<file path="src/rtl/matrix_pkg.sv">
// ============================================================================
// matrix_pkg : shared sizes, state encoding and opcodes for the 5x5 add/sub
//              sequencing controller.
// Revision   : 1.0
// ============================================================================
`default_nettype none

package matrix_pkg;

  localparam int ELEM_W = 8;
  localparam int DIM    = 5;
  localparam int ROW_W  = DIM * ELEM_W;
  localparam int MAT_W  = DIM * ROW_W;
  localparam int CNT_W  = (DIM > 1) ? $clog2(DIM) : 1;

  typedef logic [CNT_W-1:0] row_idx_t;

  localparam row_idx_t LAST_ROW = row_idx_t'(DIM - 1);
  localparam row_idx_t PEN_ROW  = row_idx_t'((DIM > 1) ? DIM - 2 : 0);

  typedef enum logic [2:0] {
    IDLE   = 3'd0,
    LOAD_A = 3'd1,
    LOAD_B = 3'd2,
    EXEC   = 3'd3,
    STORE  = 3'd4
  } state_t;

  localparam logic OP_ADD = 1'b0;
  localparam logic OP_SUB = 1'b1;

endpackage

`default_nettype wire

</file>
<file path="src/rtl/matrix_row_buffer.sv">
// ============================================================================
// matrix_row_buffer : full-matrix register with a row write port, a parallel
//                     load and a row read mux.
// Revision          : 1.0
// ============================================================================
`default_nettype none

module matrix_row_buffer
  import matrix_pkg::*;
(
  input  logic             clk,
  input  logic             rst,
  input  logic             i_wr_en,
  input  row_idx_t         i_wr_row,
  input  logic [ROW_W-1:0] i_wr_data,
  input  logic             i_ld_en,
  input  logic [MAT_W-1:0] i_ld_data,
  input  row_idx_t         i_rd_row,
  output logic [MAT_W-1:0] o_mat,
  output logic [ROW_W-1:0] o_rd_data
);

  logic [MAT_W-1:0] r_mat;

  // A parallel load wins over a row write; the controller never issues both.
  always_ff @(posedge clk or posedge rst) begin
    if (rst) begin
      r_mat <= '0;
    end else if (i_ld_en) begin
      r_mat <= i_ld_data;
    end else if (i_wr_en) begin
      for (int r = 0; r < DIM; r++) begin
        if (i_wr_row == row_idx_t'(r)) begin
          r_mat[r*ROW_W +: ROW_W] <= i_wr_data;
        end
      end
    end
  end

  always_comb begin
    o_rd_data = '0;
    for (int r = 0; r < DIM; r++) begin
      if (i_rd_row == row_idx_t'(r)) begin
        o_rd_data = r_mat[r*ROW_W +: ROW_W];
      end
    end
  end

  assign o_mat = r_mat;

endmodule

`default_nettype wire

</file>
<file path="src/rtl/matrix_addsub_ctrl.sv">
// ============================================================================
// matrix_addsub_ctrl : loads A and B row by row, runs the external add/sub
//                      datapath for one cycle and streams the result out.
// Option             : MATRIX_CTRL_ABORT_EN adds the 'abort' input.
// Revision           : 1.0
// ============================================================================
`default_nettype none

module matrix_addsub_ctrl
  import matrix_pkg::*;
(
  input  logic             clk,
  input  logic             reset,
`ifdef MATRIX_CTRL_ABORT_EN
  input  logic             abort,
`endif
  input  logic             cmd_valid,
  input  logic             cmd_op,
  output logic             cmd_ready,
  input  logic             in_valid,
  input  logic [ROW_W-1:0] in_data,
  output logic             in_ready,
  output logic             out_valid,
  output logic [ROW_W-1:0] out_data,
  output logic             out_last,
  output logic             out_ovf,
  input  logic             out_ready,
  output logic             busy,
  output logic [MAT_W-1:0] dp_mat_a,
  output logic [MAT_W-1:0] dp_mat_b,
  output logic             dp_select,
  input  logic [MAT_W-1:0] dp_mat_out,
  input  logic             dp_overflow
);

  state_t   r_state;
  row_idx_t r_cnt;
  logic     r_op;
  logic     r_ovf;
  logic     r_cmd_ready;
  logic     r_in_ready;
  logic     r_out_valid;
  logic     r_out_last;
  logic     r_busy;

  logic             w_abort;
  logic             w_wr_a;
  logic             w_wr_b;
  logic             w_ld_res;
  logic [ROW_W-1:0] w_res_row;
  logic [ROW_W-1:0] w_a_rd_unused;
  logic [ROW_W-1:0] w_b_rd_unused;
  logic [MAT_W-1:0] w_res_mat_unused;

`ifdef MATRIX_CTRL_ABORT_EN
  assign w_abort = abort && (r_state != IDLE);
`else
  assign w_abort = 1'b0;
`endif

  // Abort suppresses any same-cycle buffer update.
  assign w_wr_a   = (r_state == LOAD_A) && in_valid && !w_abort;
  assign w_wr_b   = (r_state == LOAD_B) && in_valid && !w_abort;
  assign w_ld_res = (r_state == EXEC) && !w_abort;

  matrix_row_buffer u_buf_a (
    .clk       (clk),
    .rst       (reset),
    .i_wr_en   (w_wr_a),
    .i_wr_row  (r_cnt),
    .i_wr_data (in_data),
    .i_ld_en   (1'b0),
    .i_ld_data ({MAT_W{1'b0}}),
    .i_rd_row  (r_cnt),
    .o_mat     (dp_mat_a),
    .o_rd_data (w_a_rd_unused)
  );

  matrix_row_buffer u_buf_b (
    .clk       (clk),
    .rst       (reset),
    .i_wr_en   (w_wr_b),
    .i_wr_row  (r_cnt),
    .i_wr_data (in_data),
    .i_ld_en   (1'b0),
    .i_ld_data ({MAT_W{1'b0}}),
    .i_rd_row  (r_cnt),
    .o_mat     (dp_mat_b),
    .o_rd_data (w_b_rd_unused)
  );

  matrix_row_buffer u_buf_res (
    .clk       (clk),
    .rst       (reset),
    .i_wr_en   (1'b0),
    .i_wr_row  ('0),
    .i_wr_data ({ROW_W{1'b0}}),
    .i_ld_en   (w_ld_res),
    .i_ld_data (dp_mat_out),
    .i_rd_row  (r_cnt),
    .o_mat     (w_res_mat_unused),
    .o_rd_data (w_res_row)
  );

  always_ff @(posedge clk or posedge reset) begin
    if (reset) begin
      r_state     <= IDLE;
      r_cnt       <= '0;
      r_op        <= OP_ADD;
      r_ovf       <= 1'b0;
      r_cmd_ready <= 1'b1;
      r_in_ready  <= 1'b0;
      r_out_valid <= 1'b0;
      r_out_last  <= 1'b0;
      r_busy      <= 1'b0;
    end else if (w_abort) begin
      r_state     <= IDLE;
      r_cnt       <= '0;
      r_cmd_ready <= 1'b1;
      r_in_ready  <= 1'b0;
      r_out_valid <= 1'b0;
      r_out_last  <= 1'b0;
      r_busy      <= 1'b0;
    end else begin
      case (r_state)
        IDLE: begin
          if (cmd_valid) begin
            r_op        <= cmd_op;
            r_cnt       <= '0;
            r_state     <= LOAD_A;
            r_cmd_ready <= 1'b0;
            r_in_ready  <= 1'b1;
            r_busy      <= 1'b1;
          end
        end
        LOAD_A: begin
          if (in_valid) begin
            if (r_cnt == LAST_ROW) begin
              r_cnt   <= '0;
              r_state <= LOAD_B;
            end else begin
              r_cnt <= r_cnt + 1'b1;
            end
          end
        end
        LOAD_B: begin
          if (in_valid) begin
            if (r_cnt == LAST_ROW) begin
              r_cnt      <= '0;
              r_state    <= EXEC;
              r_in_ready <= 1'b0;
            end else begin
              r_cnt <= r_cnt + 1'b1;
            end
          end
        end
        EXEC: begin
          r_ovf       <= dp_overflow;
          r_state     <= STORE;
          r_out_valid <= 1'b1;
          r_out_last  <= (DIM == 1);
        end
        STORE: begin
          if (out_ready) begin
            if (r_cnt == LAST_ROW) begin
              r_cnt       <= '0;
              r_state     <= IDLE;
              r_out_valid <= 1'b0;
              r_out_last  <= 1'b0;
              r_cmd_ready <= 1'b1;
              r_busy      <= 1'b0;
            end else begin
              r_cnt      <= r_cnt + 1'b1;
              r_out_last <= (r_cnt == PEN_ROW);
            end
          end
        end
        default: begin
          r_state     <= IDLE;
          r_cnt       <= '0;
          r_cmd_ready <= 1'b1;
          r_in_ready  <= 1'b0;
          r_out_valid <= 1'b0;
          r_out_last  <= 1'b0;
          r_busy      <= 1'b0;
        end
      endcase
    end
  end

  assign cmd_ready = r_cmd_ready;
  assign in_ready  = r_in_ready;
  assign out_valid = r_out_valid;
  assign out_last  = r_out_last;
  assign busy      = r_busy;
  assign dp_select = r_op;
  // Result data and flag are only presented while a row is on offer.
  assign out_data  = r_out_valid ? w_res_row : '0;
  assign out_ovf   = r_out_valid & r_ovf;

endmodule

`default_nettype wire
</file>
<file path="config.mk">
export PLATFORM = sky130hd
export DESIGN_NAME = matrix_addsub_ctrl
export DESIGN_NICKNAME = d
export VERILOG_FILES = /design/src/rtl/matrix_pkg.sv /design/src/rtl/matrix_row_buffer.sv /design/src/rtl/matrix_addsub_ctrl.sv
export SDC_FILE = /design/constraint.sdc
export NUM_CORES = 1
export LEC_CHECK = 0
export BUFFER_PORTS_ARGS = -buffer_cell sky130_fd_sc_hd__buf_2
export CORE_AREA = 10 10 265 267
export DETAILED_ROUTE_END_ITERATION = 10
export DIE_AREA = 0 0 275 277
export GPL_TIMING_DRIVEN = 0
export PLACE_DENSITY_LB_ADDON = 0.25
export SYNTH_ARGS = -nofsm -noshare
export SYNTH_HDL_FRONTEND = slang
export SYNTH_SLANG_ARGS = --single-unit
</file>
<file path="constraint.sdc">
create_clock -name clk -period 19.8 [get_ports clk]
set_clock_uncertainty 0.15 [all_clocks]
set_input_delay 3.96 -clock clk [delete_from_list [all_inputs] [get_ports clk]]
set_output_delay 3.96 -clock clk [all_outputs]
set_load 0.05 [all_outputs]
</file>
==> summary.txt <==
Yosys
  – Ranking of synthesized cells by area: dfrtp_1, mux2_2, mux2_1
  – Prevailing post-synth register cell: dfrtp_1
  – Yosys top cell area share: 0.608
  – Sequential share of the synthesized area: 0.609
  – Syn nets: 1938
  – Post-synth EDFFs: 0
  – Synth Register Bits: 613
  – Unique cell type count in the Yosys netlist: 46
  – Area leader, netlist: dfrtp_1
  – Post-Syn Instances: 1686
  – Post-Syn Area: 0.0252 mm²
  – Post-synth ARST share: 1.00
  – Syn Area/Cell: 14.9 µm²
  – Number of synthesis warnings: 0

Route
  – DRC: 0
  – Via count: 17200
  – Drt first pass iters: 5
  – DR WL/cell: 25.3 µm
  – Vias/cell: 5.11
  – Initial drt markers: 756
  – Final WL: 85100 µm
  – DRT antenna net count: 0

Floorplan
  – Rows: 94
  – Num ports: 694
  – Die extent in y: 277 µm
  – Die area: 0.0762 mm²
  – Starting Density: 0.387
  – CORE AREA: 0.0652 mm²
  – Die width: 275 µm

Pwr
  – Sw power: 2720 µW
  – Int Pwr: 3340 µW
  – Switching share of total power: 0.449
  – Peak VDD IR: 0.138 mV
  – Gate power share: 0.464
  – Clock power frac: 0.213
  – Pwr dens: 188 mW/mm²
  – Static Leakage: 0.0163 µW
  – Seq pwr share: 0.323

GRT
  – Largest net degree at the start of global routing: 46
  – Vias in the first global route: 18700
  – GRT Util Overall: 0.217
  – Gr ovfl total: 0
  – Number of antenna violations at the first check in global routing: 38
  – First-pass GRT wire length: 124000 µm

Setup path
  – Critical Path AT: 3.71 ns
  – Crit-path max FO: 10
  – Critical path's largest stage delay: 0.54 ns
  – CP Cell Sequence: ha_1 -> ha_1 -> clkbuf_1 -> nor2_1 -> clkbuf_1 -> a32oi_1 -> a21oi_1 -> buf_2
  – CP Class: flop to output port
  – Crit start category: flop
  – Required time of the critical path: 15.69 ns
  – CP endpoint kind: output port
  – Crit-path slowest cell: clkbuf_1

Timing
  – Slew Viols, Final: 0
  – Hold Fails Final Rpt: 0
  – Fmax: 0.128 GHz
  – Setup_tns: 0 ns
  – Worst-margin pin slew: 0.808 ns
  – Slew headroom: 0.459
  – Final period util: 0.395
  – Final setup viols: 0
  – RSZ-0062 raised after global routing: no
  – Worst setup margin: 11.98 ns
  – Fin crit period: 7.82 ns
  – Worst hold slack: 0.330 ns

Placed design
  – Placement Cell Area: 0.0299 mm²
  – Inst Count DP: 3219
  – GPL Wtd Cong: 0.876
  – Placement Setup Slack: 12.49 ns
  – Hpwl dp: 66400 µm
  – Buffers added on ports: 653

CTS
  – Root Driver: clkbuf_16
  – CTS resizes: 0
  – Worst-path clk slew: 0.06 ns
  – Skew-Pair Late Insertion Delay: 0.60 ns
  – Total CTS buffers: 68
  – Post-CTS Setup Repair Bufs: 0
  – Total clock sinks: 613
  – CTS tree: done
  – H-tree depth: 3
  – Clock Tree Buf Depth: 3
  – Hold_buf cts: 0

Min path
  – Worst min path class: flop to flop

Cells and area
  – Fill cells: 5781
  – Layout area overhead: 28.0%
  – Non-Filler Instances: 3362
  – Final net count: 2677
  – Final Instance Area: 0.0323 mm²
  – Layout cells sized above 1: 0.562

Run status
  – Status: complete, no violations

Job
  – Max_cap viols: 0
cell families after synthesis:
family	after synthesis	synth area share
simple gates	119	0.0341
xor+xnor	1	0.000348
mux	605	0.270
compound gates	185	0.0505
fa+ha+maj	5	0.00248
buf+inv	158	0.0333
flops	613	0.609
power by group through the flow:
| stage | combinational (µW) | sequential (µW) | clock [µW] |
|---|---|---|---|
| detailed placement | 2830 | 1970 | 0 |
| finish | 2810 | 1960 | 1290 |
| floorplan | 1230 | 2780 | 0 |
| global placement | 2800 | 1960 | 0 |
| CTS | 2840 | 1950 | 1320 |
| global route | 2950 | 2010 | 1370 |
final cells by class:
| cell class | instances | area (µm²) | area share |
|---|---|---|---|
| flip-flops and latches | 613 | 15300 | 0.476 |
| multi-input cells | 915 | 9020 | 0.280 |
| repair buffers | 669 | 3590 | 0.111 |
| clock buffers | 101 | 2030 | 0.0628 |
| well taps | 864 | 1080 | 0.0335 |
| plain buffers | 151 | 813 | 0.0252 |
| clock inverters | 22 | 300 | 0.00931 |
| diodes | 20 | 50.0 | 0.00155 |
| inverters | 7 | 30.0 | 0.000931 |
synth_stat cells, types with 3 or more instances:
library cell	instances
nor2_1	6
mux2_1	74
buf_2	32
a21oi_1	48
o21ai_0	45
and3b_1	40
mux2_2	529
clkbuf_1	42
nand2b_1	41
nand2_1	7
nand3_1	9
inv_1	6
buf_1	40
a211o_1	40
a32oi_1	40
ha_1	5
nand3_2	3
buf_6	18
buf_4	19
dfrtp_1	612
worst paths after layout:
path / start / endpoint / slack [ns] / cells past startpoint
setup reg to reg: r_cnt[1]$_DFFE_PP0P_ / u_buf_a.o_mat[121]$_DFFE_PP0P_ / 16.71 / 7
hold reg to reg: u_buf_a.o_mat[136]$_DFFE_PP0P_ / u_buf_a.o_mat[136]$_DFFE_PP0P_ / 0.33 / 1
min in group asynchronous: reset / u_buf_b.o_mat[122]$_DFFE_PP0P_ / 3.23 / 2
hold / removal: u_buf_a.o_mat[136]$_DFFE_PP0P_ / u_buf_a.o_mat[136]$_DFFE_PP0P_ / 0.33 / 1
max in group asynchronous: reset / u_buf_b.o_mat[26]$_DFFE_PP0P_ / 14.38 / 8
setup / recovery: r_cnt[0]$_DFFE_PP0P_ / out_data[38] / 11.98 / 8
registers in the layout, indices dropped and copies added, names as in the netlist:
| register | cells |
|---|---|
| r_state | 3 |
| u_buf_res.o_mat | 200 |
| in_ready | 1 |
| out_last | 1 |
| cmd_ready | 1 |
| r_cnt | 3 |
| r_ovf | 1 |
| dp_select | 1 |
| u_buf_a.o_mat | 200 |
| busy | 1 |
| u_buf_b.o_mat | 200 |
| out_valid | 1 |
layout by cell type (no fill, tap or decap), types with 3 or more instances in the layout:
master	netlist	final
clkbuf_8	0	18
buf_6	18	18
o21ai_0	45	45
bufinv_16	0	4
a211o_1	40	40
buf_1	40	40
mux2_2	529	529
nand2b_1	41	41
clkbuf_16	0	69
and3b_1	40	40
nand3_2	3	3
ha_1	5	5
nor2_1	6	6
a21oi_1	48	48
dfrtp_1	612	612
buf_12	0	16
a32oi_1	40	40
nand3_1	9	9
inv_1	6	5
buf_2	32	685
diode_2	0	20
clkbuf_1	42	56
clkinv_2	0	9
nand2_1	7	7
buf_4	19	19
mux2_1	74	74
through the flow:
step	power (µW)	util
CTS	6110	0.494
detailed placement	4810	0.458
finish	6050	0.495
global route	6330	0.495
global placement	4750	0.454
floorplan	4010	-
routing by layer:
layer	vias to the layer above	wire (µm)	global-route usage
met5	-	264	0
li1	7589	-	-
met3	192	7260	0.0741
met1	8770	30900	0.231
met4	38	3450	0.100
met2	586	43200	0.381
worst max-delay path: cells and delay by family, from the launching register on:
family	cells	cell delay [ns]
AO/OA/AOI/OAI	2	0.67
AND/OR/NAND/NOR	1	0.49
buffers and inverters	3	1.13
flip-flops	1	0.42
adder cells (fa/ha/maj)	2	0.41
No activity file was read; power rests on OpenSTA's default activity.
